### src/rtl/mul_seq_pkg.sv
//==============================================================================
// mul_seq_pkg : shared types and sizing helpers for the sequential multiplier
// Rev 1.0
//==============================================================================
`default_nettype none

package mul_seq_pkg;

    typedef enum logic [1:0] {
        ST_IDLE = 2'd0,
        ST_RUN  = 2'd1,
        ST_SIGN = 2'd2,
        ST_DONE = 2'd3
    } state_t;

    localparam int DEF_WIDTH = 6;
    localparam int DEF_RES_W = 2 * DEF_WIDTH;

    function automatic int cnt_width(input int width);
        return $clog2(width - 1);
    endfunction

    function automatic int res_width(input int width);
        return 2 * width;
    endfunction

endpackage

`default_nettype wire

### src/rtl/mul_seq_if.sv
//==============================================================================
// mul_seq_if : operand and result handshakes of the sequential multiplier
// Rev 1.0
//==============================================================================
`default_nettype none

interface mul_seq_if
    import mul_seq_pkg::*;
#(
    parameter int WIDTH = DEF_WIDTH
);
    logic                          in_valid;
    logic                          in_ready;
    logic [WIDTH-1:0]              a;
    logic [WIDTH-1:0]              b;
    logic                          out_valid;
    logic                          out_ready;
    logic [res_width(WIDTH)-1:0]   out;
    logic                          busy;

    modport master (
        output in_valid, a, b, out_ready,
        input  in_ready, out_valid, out, busy
    );

    modport slave (
        input  in_valid, a, b, out_ready,
        output in_ready, out_valid, out, busy
    );
endinterface

`default_nettype wire

### src/rtl/mul_seq_dp.sv
//==============================================================================
// mul_seq_dp : operand/sign registers, shift-add accumulator and final negate
// Rev 1.0
//==============================================================================
`default_nettype none

module mul_seq_dp
    import mul_seq_pkg::*;
#(
    parameter int WIDTH = DEF_WIDTH
) (
    input  wire logic                          clk,
    input  wire logic                          rst_n,
    input  wire logic                          load,
    input  wire logic                          step,
    input  wire logic                          finish,
    input  wire logic [WIDTH-1:0]              a,
    input  wire logic [WIDTH-1:0]              b,
    input  wire logic [cnt_width(WIDTH)-1:0]   cnt,
    output logic      [res_width(WIDTH)-1:0]   out
);
    localparam int MAG_W = WIDTH - 1;
    localparam int ACC_W = 2 * WIDTH - 2;
    localparam int RES_W = res_width(WIDTH);

    logic [MAG_W-1:0] r_mag_a;
    logic [MAG_W-1:0] r_mag_b;
    logic             r_sgn;
    logic [ACC_W-1:0] r_acc;

    logic [ACC_W-1:0] w_addend;
    logic [RES_W-1:0] w_zext;
    logic [RES_W-1:0] w_result;

    assign w_addend = {{MAG_W{1'b0}}, r_mag_a} << cnt;
    assign w_zext   = {2'b00, r_acc};
    // A zero magnitude stays zero regardless of sign, so -0 never appears.
    assign w_result = (r_sgn && (r_acc != '0)) ? (~w_zext + 1'b1) : w_zext;

    always_ff @(posedge clk or negedge rst_n) begin
        if (!rst_n) begin
            r_mag_a <= '0;
            r_mag_b <= '0;
            r_sgn   <= 1'b0;
            r_acc   <= '0;
            out     <= '0;
        end else begin
            if (load) begin
                r_mag_a <= a[WIDTH-2:0];
                r_mag_b <= b[WIDTH-2:0];
                r_sgn   <= a[WIDTH-1] ^ b[WIDTH-1];
                r_acc   <= '0;
            end else if (step && r_mag_b[cnt]) begin
                r_acc   <= r_acc + w_addend;
            end
            if (finish) begin
                out     <= w_result;
            end
        end
    end

endmodule

`default_nettype wire

### src/rtl/mul_seq_ctrl.sv
//==============================================================================
// mul_seq_ctrl : sequential sign-magnitude multiplier, FSM and bit counter
// Rev 1.0
//==============================================================================
`default_nettype none

module mul_seq_ctrl
    import mul_seq_pkg::*;
#(
    parameter int WIDTH = DEF_WIDTH
) (
    input  wire logic   clk,
    input  wire logic   rst_n,
    mul_seq_if.slave    bus
);
    localparam int                CW       = cnt_width(WIDTH);
    localparam logic [CW-1:0]     C_LAST   = CW'(WIDTH - 2);

    state_t         r_state;
    state_t         w_state_nx;
    logic [CW-1:0]  r_cnt;
    logic           r_out_valid;
    logic           w_load;
    logic           w_step;
    logic           w_finish;

    always_ff @(posedge clk or negedge rst_n) begin
        if (!rst_n) begin
            r_state <= ST_IDLE;
        end else begin
            r_state <= w_state_nx;
        end
    end

    always_comb begin
        w_state_nx = r_state;
        w_load     = 1'b0;
        w_step     = 1'b0;
        w_finish   = 1'b0;
        case (r_state)
            ST_IDLE: begin
                if (bus.in_valid) begin
                    w_load     = 1'b1;
                    w_state_nx = ST_RUN;
                end
            end
            ST_RUN: begin
                w_step = 1'b1;
                if (r_cnt == C_LAST) begin
                    w_state_nx = ST_SIGN;
                end
            end
            ST_SIGN: begin
                w_finish   = 1'b1;
                w_state_nx = ST_DONE;
            end
            ST_DONE: begin
                if (bus.out_ready) begin
                    w_state_nx = ST_IDLE;
                end
            end
            default: w_state_nx = ST_IDLE;
        endcase
    end

    always_ff @(posedge clk or negedge rst_n) begin
        if (!rst_n) begin
            r_cnt       <= '0;
            r_out_valid <= 1'b0;
        end else begin
            if (w_load) begin
                r_cnt <= '0;
            end else if (w_step) begin
                r_cnt <= r_cnt + 1'b1;
            end
            if (w_finish) begin
                r_out_valid <= 1'b1;
            end else if ((r_state == ST_DONE) && bus.out_ready) begin
                r_out_valid <= 1'b0;
            end
        end
    end

    assign bus.in_ready  = (r_state == ST_IDLE);
    assign bus.busy      = (r_state == ST_RUN) || (r_state == ST_SIGN);
    assign bus.out_valid = r_out_valid;

    mul_seq_dp #(
        .WIDTH  (WIDTH)
    ) u_dp (
        .clk    (clk),
        .rst_n  (rst_n),
        .load   (w_load),
        .step   (w_step),
        .finish (w_finish),
        .a      (bus.a),
        .b      (bus.b),
        .cnt    (r_cnt),
        .out    (bus.out)
    );

endmodule

`default_nettype wire
### src/flat_wrapper.sv
// flat-port wrapper written by rule: the top's interface ports become plain ports
module mul_seq_ctrl_flat import mul_seq_pkg::*;
#(
    parameter int WIDTH = DEF_WIDTH
)
  (clk, rst_n, bus_in_valid, bus_a, bus_b, bus_out_ready, bus_in_ready, bus_out_valid, bus_out, bus_busy);
  mul_seq_if #(.WIDTH(WIDTH)) bus_i ();
  input  wire logic clk;
  input  wire logic rst_n;
  input wire logic [$bits(bus_i.in_valid)-1:0] bus_in_valid;
  input wire logic [$bits(bus_i.a)-1:0] bus_a;
  input wire logic [$bits(bus_i.b)-1:0] bus_b;
  input wire logic [$bits(bus_i.out_ready)-1:0] bus_out_ready;
  output wire logic [$bits(bus_i.in_ready)-1:0] bus_in_ready;
  output wire logic [$bits(bus_i.out_valid)-1:0] bus_out_valid;
  output wire logic [$bits(bus_i.out)-1:0] bus_out;
  output wire logic [$bits(bus_i.busy)-1:0] bus_busy;
  assign bus_i.in_valid = bus_in_valid;
  assign bus_i.a = bus_a;
  assign bus_i.b = bus_b;
  assign bus_i.out_ready = bus_out_ready;
  assign bus_in_ready = bus_i.in_ready;
  assign bus_out_valid = bus_i.out_valid;
  assign bus_out = bus_i.out;
  assign bus_busy = bus_i.busy;
  mul_seq_ctrl #(.WIDTH(WIDTH)) u_core (.clk(clk), .rst_n(rst_n), .bus(bus_i));
endmodule
### config.mk
export PLATFORM = sky130hd
export DESIGN_NAME = mul_seq_ctrl_flat
export DESIGN_NICKNAME = d
export VERILOG_FILES = /design/src/rtl/mul_seq_pkg.sv /design/src/rtl/mul_seq_if.sv /design/src/rtl/mul_seq_dp.sv /design/src/rtl/mul_seq_ctrl.sv /design/src/flat_wrapper.sv
export SDC_FILE = /design/constraint.sdc
export NUM_CORES = 1
export LEC_CHECK = 0
export BUFFER_PORTS_ARGS = -buffer_cell sky130_fd_sc_hd__buf_2
export CAP_MARGIN = 15
export CORE_MARGIN = 2
export CORE_UTILIZATION = 52
export CTS_CLUSTER_DIAMETER = 30
export CTS_CLUSTER_SIZE = 24
export DETAILED_ROUTE_END_ITERATION = 6
export PLACE_DENSITY = 0.76
export SYNTH_ARGS = -nofsm -noshare
export SYNTH_HDL_FRONTEND = slang
export SYNTH_SLANG_ARGS = --single-unit
### constraint.sdc
create_clock -name clk -period 2.7 [get_ports clk]
set_clock_uncertainty 0.2 [all_clocks]
set_input_delay 0.27 -clock clk [delete_from_list [all_inputs] [get_ports clk]]
set_output_delay 0.27 -clock clk [all_outputs]
set_load 0.1 [all_outputs]
-- Yosys cells after proc, flatten, opt, wreduce, memory -nomap -nowiden
Cells that the tools add are included.
- flip-flop bits (word level): 39
- latch bits: 0
- RAM bits: 0
- bits in read-only memories: 0
- input port bits: 16
- output and inout port bits: 15
- word-level logic and storage cells: 49
- memories kept: 0
- add/subtract/negate cells: 3
- multipliers: 0
- divide/modulo/power cells: 0
- order comparisons: 1
- eq/ne operators: 7
- shift operators: 1
- multiplexer cells: 17
- bitwise logic cells: 2
- reductions and logical operators: 10
- operators with widths (cell ; number):
    two-way mux 10 bit ; 2
    adder 12 x 1 -> 12 bit (second input constant) ; 1
    two-way mux 12 bit ; 1
    inverter 10 -> 12 bit ; 1
    adder 10 bit ; 1
    nonzero test 10 bit ; 1
    << shifter 5 x 3 -> 10 bit ; 1
    case mux 2 bit (4 select lines) ; 1
    two-way mux 1 bit ; 7
    two-way mux 2 bit ; 3
    two-way mux 3 bit ; 2
    nonzero test 2 bit ; 3
    equality test 2 bit (second input constant) ; 2
    < comparator 3 x 4 -> 1 bit (second input constant) ; 1
    inequality test 2 bit (second input constant) ; 2
    adder 3 x 1 -> 3 bit (second input constant) ; 1
    binary-select mux 1 bit (select 3 bit) ; 1
    equality test 3 bit (second input constant) ; 1
    logical AND 1 bit ; 3
    AND reduction 3 bit ; 1
    equality test 2 x 1 -> 1 bit (second input constant) ; 1
    zero test 2 bit ; 1
    inequality test 2 x 1 -> 1 bit (second input constant) ; 1
    logical OR 1 bit ; 1
    bitwise XOR 1 bit ; 1

-- Depth between registers and ports, before layout
Gate-level depths: netlist of the first run.
- depth in word-level cells: 5
- gate-level depth with buffers: 11
- depth with buffers taken out: 10

-- Modules after synthesis
A second synthesis of the first run with hierarchy kept.
- cells, all modules: 237
- area total of the unflattened synthesis: 2364.8 sq um
- by module, submodules not included (module ; instances ; cells each ; area each (sq um) ; sequential area each (sq um)):
    mul_seq_dp ; 1 ; 204 ; 2018.2 ; 825.8
    mul_seq_ctrl ; 1 ; 33 ; 346.6 ; 150.1

-- Worst setup path after synthesis of the first run
No wires, ideal clock.
- path kind: flip-flop to flip-flop
- start: register u_core.r_cnt[0]
- end: register u_core.u_dp.r_acc[9]
- setup time: 0.069 ns
- arrival: 2.616 ns
- required time: 2.431 ns
- setup slack: -0.184 ns
- cell stages (with the launch flop): 12
- path buffers: 1
- period minus slack after synthesis: 2.884 ns
- path through: dfrtp_1 -> buf_6 -> mux2_2 -> nor2_1 -> a21oi_1 -> and2_1 -> ha_1 -> a21o_1 -> a21oi_1 -> a211oi_1 -> or4b_2 -> nand3_1
- cells in the longest elaborated chain, start to end: 4
- elaborated cells on any way between the ends: 8
- classes of those cells: add/sub (1); shift (1); mux (4); reduce/logical (2)
- ends and longest elaborated chain (element ; line ; text):
    start, declared ; mul_seq_ctrl.sv:21 ; logic [CW-1:0] r_cnt;
    start signal, assigned ; mul_seq_ctrl.sv:74 ; r_cnt <= r_cnt + 1'b1;
    << shifter 5 x 3 -> 10 bit or binary-select mux 1 bit (select 3 bit) (tied branches) ; mul_seq_dp.sv:35, mul_seq_dp.sv:53 ;
    adder 10 bit or two-way mux 1 bit (tied branches) ; mul_seq_dp.sv:54, mul_seq_dp.sv:53 ;
    two-way mux 10 bit or logical AND 1 bit (tied branches) ; mul_seq_dp.sv:53 ; end else if (step && r_mag_b[cnt]) begin
    two-way mux 10 bit or nonzero test 2 bit (tied branches) ; - ;
    end signal, assigned ; mul_seq_dp.sv:54 ; r_acc <= r_acc + w_addend;
    end, declared ; mul_seq_dp.sv:29 ; logic [ACC_W-1:0] r_acc;
Parallel ways exist; a longest one is shown, timed or not. The select of a mux whose other input is x is not followed.
A chain may end at the register's enable or synchronous reset.

-- Final worst setup path of the first run
- start: register u_core.r_cnt[0]
- end: register u_core.u_dp.r_acc[6]
The elaborated chain is that of the path after synthesis.

==> impl_metrics.json, run 1 <==
{
  "drv_slew": 0,
  "synth_top_cell_by_area": "dfrtp_1",
  "syn-num-nets": 277,
  "layout_common_cells": "dfrtp_1 (37), buf_2 (30), buf_4 (29), nor2_1 (20), a21oi_1 (16)",
  "die_h_um": 72.4,
  "reg2reg_slack_ps": -100,
  "pin_count": 31,
  "num_vias": 2022,
  "diodes": 0,
  "synthTopCellsByArea": "dfrtp_1 (40%), ha_1 (8.2%), mux2_2 (6.5%)",
  "overflow": 0,
  "place_inst": 343,
  "clock_sink_count": 39,
  "required_ps": 2690,
  "ant_nets": 0,
  "grt_antenna_before_repair": 0,
  "wl_per_cell_um": 15.1,
  "grt_pass1_wl_um": 8900,
  "coreArea_sq_mm": 0.00444,
  "yosysWarningCount": 0,
  "synth_edf_count": 0,
  "crit_path_max_fanout": 8,
  "synth.yosys.seq_area_share_pct": 40.1,
  "setup_viol": 3,
  "violations": "negative setup slack",
  "hp-class": "input pin to flop",
  "dp_hpwl_um": 3890,
  "drtIter0Drc": 99,
  "drive_gt1_share_pct": 33.5,
  "fin_crit_ps": 2800,
  "cp-end-kind": "flop",
  "rows": 24,
  "track_usage_pct": 21.7,
  "synth_top_flop_cell": "dfrtp_1",
  "status": "finished, violations left",
  "critPathMaxStageDelay_ps": 480,
  "cts_made_buffers": 5,
  "critPathLaunchType": "flop",
  "worst_slew_pin_slew_ps": 861,
  "crit_slowest_cell": "dfrtp_2",
  "synthArstFlopShare_pct": 100,
  "vias_per_cell": 5.59,
  "yosys.area.top_type_share_pct": 40.1,
  "avgSynthCellArea_sq_um": 9.97,
  "nFillCells": 350,
  "cts.path.max_buffers": 2,
  "root_buffer": "clkbuf_8",
  "final_nets": 342,
  "rsz0062_at_grt": "yes",
  "die-area_sq_mm": 0.00524,
  "initial_core_util_pct": 54.7,
  "final_cells": 362,
  "slew_headroom_pct": 42.6,
  "finalHoldViolCount": 0,
  "fp.dieW_um": 72.4,
  "areaGrowthSynthToFinish_pct": 26.3,
  "yosysUniqueCellTypes": 47,
  "fmax_ghz": 0.357,
  "grt_max_degree": 40,
  "syn_inst": 244,
  "critical_path_class": "flop to flop",
  "tritoncts": "done",
  "drc": 0,
  "gp_congestion": 0.914,
  "synth_area_sq_mm": 0.00243,
  "h-tree-depth": 2,
  "grt_pass1_vias": 1949,
  "routed_wl_um": 5460,
  "crit_arrival_ps": 2800,
  "io_buffers": 30,
  "setup-tns-final_ps": -208,
  "insertion_delay_ps": 300,
  "fin_crit_sh_pct": 104,
  "mostFrequentLayoutCell": "dfrtp_1",
  "drtPass1Iterations": 4,
  "ys_seq_elements": 39,
  "path_cells": "buf_6 -> mux2i_2 -> or3_1 -> buf_4 -> fa_2 -> nor2b_4 -> o31a_1 -> o21a_1 -> o21ai_0 -> a32o_1",
  "setup_ws_ps": -105,
  "maxCapViolCount": 0,
  "path_clk_slew_ps": 80
}
==> final timing paths <==
check | startpoint | endpoint | depth (start not counted)
worst max-delay path | u_core.r_cnt[0]$_DFFE_PN0P_ | u_core.u_dp.r_acc[6]$_DFFE_PN0P_ | 10
worst min-delay path | bus_b[3] | u_core.u_dp.r_mag_b[3]$_DFFE_PN0P_ | 2
worst max register to register | u_core.r_cnt[0]$_DFFE_PN0P_ | u_core.u_dp.r_acc[6]$_DFFE_PN0P_ | 10
worst min register to register | u_core.bus.out_valid$_DFFE_PN0P_ | u_core.bus.out_valid$_DFFE_PN0P_ | 1
max in group asynchronous | rst_n | u_core.r_cnt[0]$_DFFE_PN0P_ | 2
min in group asynchronous | rst_n | u_core.u_dp.out[9]$_DFFE_PN0P_ | 2
==> critical path, delay by kind of cell, from the launching register on <==
family	cells	cell delay (ps)
AOI/OAI and AO/OA	4	680
adders and majority gates	1	360
buffers and inverters	2	300
DFF	1	480
muxes	1	160
and+or+nand+nor	2	530
==> synth_stat cells (2+ instances only) <==
| library cell | instances |
|---|---|
| inv_1 | 15 |
| o21ai_0 | 14 |
| nand3_1 | 2 |
| a21oi_1 | 17 |
| dfrtp_1 | 39 |
| a31oi_1 | 2 |
| mux2i_1 | 5 |
| nand2_1 | 15 |
| nand4_1 | 2 |
| or3_1 | 3 |
| and2_1 | 5 |
| xnor2_1 | 14 |
| clkbuf_1 | 8 |
| a22o_1 | 9 |
| ha_1 | 16 |
| o21a_1 | 2 |
| nor2_1 | 20 |
| a211oi_1 | 2 |
| nor3_1 | 4 |
| mux2_2 | 14 |
| nor2b_1 | 3 |
| a21o_1 | 5 |
| buf_6 | 2 |
| nand2b_1 | 3 |
==> layer usage <==
layer / up-vias / track usage (%) / wire length, um
li1: 1006 / - / -
met1: 963 / 27.5 / 2420
met2: 43 / 37.8 / 2770
met3: 10 / 4.17 / 197
met4: 0 / 6.38 / 76
met5: - / 0 / 0
==> logic make-up after synthesis <==
family	share of synthesized area [%]
fa+ha+maj	9.05
compound gates	18.1
xor+xnor	5.40
mux	9.46
buf+inv	4.48
simple gates	13.4
flops	40.1
==> area by class of cell <==
cell class	count	area [sq um]	share of cell area, %
inverter	15	56.3	1.83
clock buffer	6	72.6	2.36
sequential	39	978	31.9
multi-input combinational	180	1430	46.5
tap	52	65.1	2.12
clock inverter	2	12.5	0.407
timing repair buffer	68	459	14.9
==> sequential cells by signal, summed over array words and instances (netlist names) <==
name / cells
u_core.r_state: 2
u_core.u_dp.r_sgn: 1
u_core.u_dp.out: 12
u_core.r_cnt: 3
u_core.u_dp.r_acc: 10
u_core.bus.out_valid: 1
u_core.u_dp.r_mag_b: 5
u_core.u_dp.r_mag_a: 5
==> through the flow <==
stage / setup slack, ps / hold slack [ps] / util (%) / cell area (sq um)
finish: -105 / 8.47 / 69.1 / 3070
global route: -175 / 2.02 / 69.1 / 3070
CTS: -68.4 / 3.09 / 67.5 / 3000
detailed placement: -118 / 240 / 63.4 / 2820
global placement: -57.7 / 221 / 63.4 / 2820
floorplan: -53.6 / -226 / - / 2450
==> what timing repair did <==
item                                    4_1_cts  5_1_grt
gates resized for setup                       8       15
endpoints found under the setup margin        3        4
hold buffers                                  8        0
pin swaps                                     5       13
endpoints found under the hold margin        46        0
buffers inserted                              0        3
Power of run 1 is not shown: default switching activity piles up to over one toggle a cycle in this logic, so the estimate is an artifact.
==> run 2: changes to the inputs <==
Settings changed: SETUP_SLACK_MARGIN set to 0.1.
==> run 2 against run 1 <==
The run still ends with negative setup slack left. Sequential share of layout area fell by 1.1 points. Highest routed layer unchanged. Via count fell by 0.40%. First-iteration DRC count fell by 13%. Final cell count rose by 0.83%. Non-clock buffer count rose by 3. Die area did not move. Fmax rose by 1.6%. Routed wire length rose by 2.6%. Critical path depth did not move. Sequential cell count did not move. Clock-buffer cell count fell by 1. Worst setup slack improved by 44 ps.
==> impl_metrics.json, run 2 (synthesized netlist as in run 1, its figures left out) <==
{
  "slew_headroom_pct": 42.5,
  "layout_common_cells": "dfrtp_1 (36), buf_4 (33), buf_2 (30), nor2_1 (19)",
  "die_h_um": 72.4,
  "critPathLaunchType": "flop",
  "top_layer_used": "met4",
  "path_cells": "mux2_4 -> nor2_4 -> a21oi_2 -> and2_4 -> ha_4 -> o21a_1 -> o31a_1 -> o21a_1 -> or3_1 -> a32o_1",
  "cp-end-kind": "flop",
  "insertion_delay_ps": 290,
  "mostFrequentLayoutCell": "dfrtp_1",
  "io_buffers": 30,
  "hp-class": "input pin to flop",
  "initial_core_util_pct": 54.7,
  "cts.path.max_buffers": 2,
  "grt_max_degree": 40,
  "wirelength_met1_um": 2530,
  "largest_reg_flops": 12,
  "drtPass1Iterations": 4,
  "wl_per_cell_um": 15.4,
  "num_vias": 2014,
  "h-tree-depth": 2,
  "coreArea_sq_mm": 0.00444,
  "setup_viol": 2,
  "fp.dieW_um": 72.4,
  "critPathBufInv": 0,
  "largest-register": "u_core.u_dp.out",
  "timing.hold.ws_ps": 3.81,
  "crit_slowest_cell": "dfrtp_2",
  "grt_pass1_wl_um": 9250,
  "grt_pass1_vias": 2055,
  "diodes": 0,
  "pin_count": 31,
  "crit_path_max_fanout": 6,
  "drive_gt1_share_pct": 37.7,
  "rows": 24,
  "routed_wl_um": 5610,
  "ant_nets": 0,
  "final_nets": 345,
  "fin_crit_sh_pct": 102,
  "rsz0062_at_grt": "yes",
  "drc": 0,
  "cp_common_cell": "o21a_1",
  "finalHoldViolCount": 0,
  "vias_per_cell": 5.52,
  "wl_met2_um": 2880,
  "setup_ws_ps": -61.1,
  "status": "finished, violations left",
  "areaGrowthSynthToFinish_pct": 31.2,
  "fmax_ghz": 0.362,
  "crit_arrival_ps": 2740,
  "track_usage_pct": 22.8,
  "met3_wirelength_um": 134,
  "overflow": 0,
  "root_buffer": "clkbuf_8",
  "crit_family": "compound AO/OA/AOI/OAI gates",
  "dp_hpwl_um": 3790,
  "critPathMaxStageDelay_ps": 480,
  "violations": "negative setup slack",
  "maxCapViolCount": 0,
  "drv_slew": 0,
  "fin_crit_ps": 2760,
  "largestRegisters": "u_core.u_dp.out (12), u_core.u_dp.r_acc (10)",
  "critical_path_class": "flop to flop",
  "finish.utilization_pct": 71.8,
  "gp_congestion": 0.849,
  "drtIter0Drc": 86,
  "required_ps": 2680,
  "tritoncts": "done",
  "path_clk_slew_ps": 80,
  "cts_made_buffers": 5,
  "die-area_sq_mm": 0.00524,
  "worst_slew_pin_slew_ps": 862,
  "grt_antenna_before_repair": 0,
  "clock_sink_count": 39
}
run 2: cell types whose count changed in the layout (fill, tap and decap cells not counted), moves of 2 or more:
cell / previous run / this run
ha_1: 14 / 11
ha_4: 1 / 3
buf_4: 29 / 33
dlygate4sd3_1: 8 / 5
o21ai_2: 3 / 1
buf_6: 1 / 3
run 2: per-stage QoR:
stage | setup slack (ps) | TNS, ps | instance area [sq um] | cells
floorplan | -42.4 | -42.4 | 2470 | 244
global placement | -120 | -298 | 2840 | 345
detailed placement | -186 | -575 | 2840 | 345
CTS | 10.5 | 0 | 3090 | 361
global route | -129 | -426 | 3190 | 365
finish | -61.1 | -88.2 | 3190 | 365
run 2: metal layers:
layer  GRT usage (%)  up-vias
met5               0        -
met3            4.31        8
li1                -     1008
met4            8.02        0
met1            27.2      968
met2            41.0       30
run 2: what timing repair did:
| action | CTS | global route |
|---|---|---|
| gates resized for setup | 20 | 15 |
| endpoints found under the setup margin | 6 | 6 |
| hold endpoints to repair | 41 | 2 |
| pin swaps | 12 | 15 |
| buffers inserted | 5 | 2 |
| hold buffers | 3 | 2 |
run 2: area by class of cell:
type                       count  area [sq um]
multi-input combinational    180          1500
sequential                    39           980
timing repair buffer          71           482
tap                           52          65.1
fill                         339          1250
clock inverter                 3          43.8
clock buffer                   5          68.8
inverter                      15          56.3
run 2: worst paths after layout:
path	from	to	slack (ps)	cells after the start
max	u_core.r_cnt[0]$_DFFE_PN0P_	u_core.u_dp.r_acc[6]$_DFFE_PN0P_	-60	10
min	bus_a[0]	u_core.u_dp.r_mag_a[0]$_DFFE_PN0P_	4	2
max reg2reg	u_core.r_cnt[0]$_DFFE_PN0P_	u_core.u_dp.r_acc[6]$_DFFE_PN0P_	-60	10
min reg2reg	u_core.bus.out_valid$_DFFE_PN0P_	u_core.bus.out_valid$_DFFE_PN0P_	280	1
max in group asynchronous	rst_n	u_core.r_cnt[0]$_DFFE_PN0P_	1280	2
min in group asynchronous	rst_n	u_core.u_dp.out[0]$_DFFE_PN0P_	420	2
Power of run 2 is left out for the same reason.
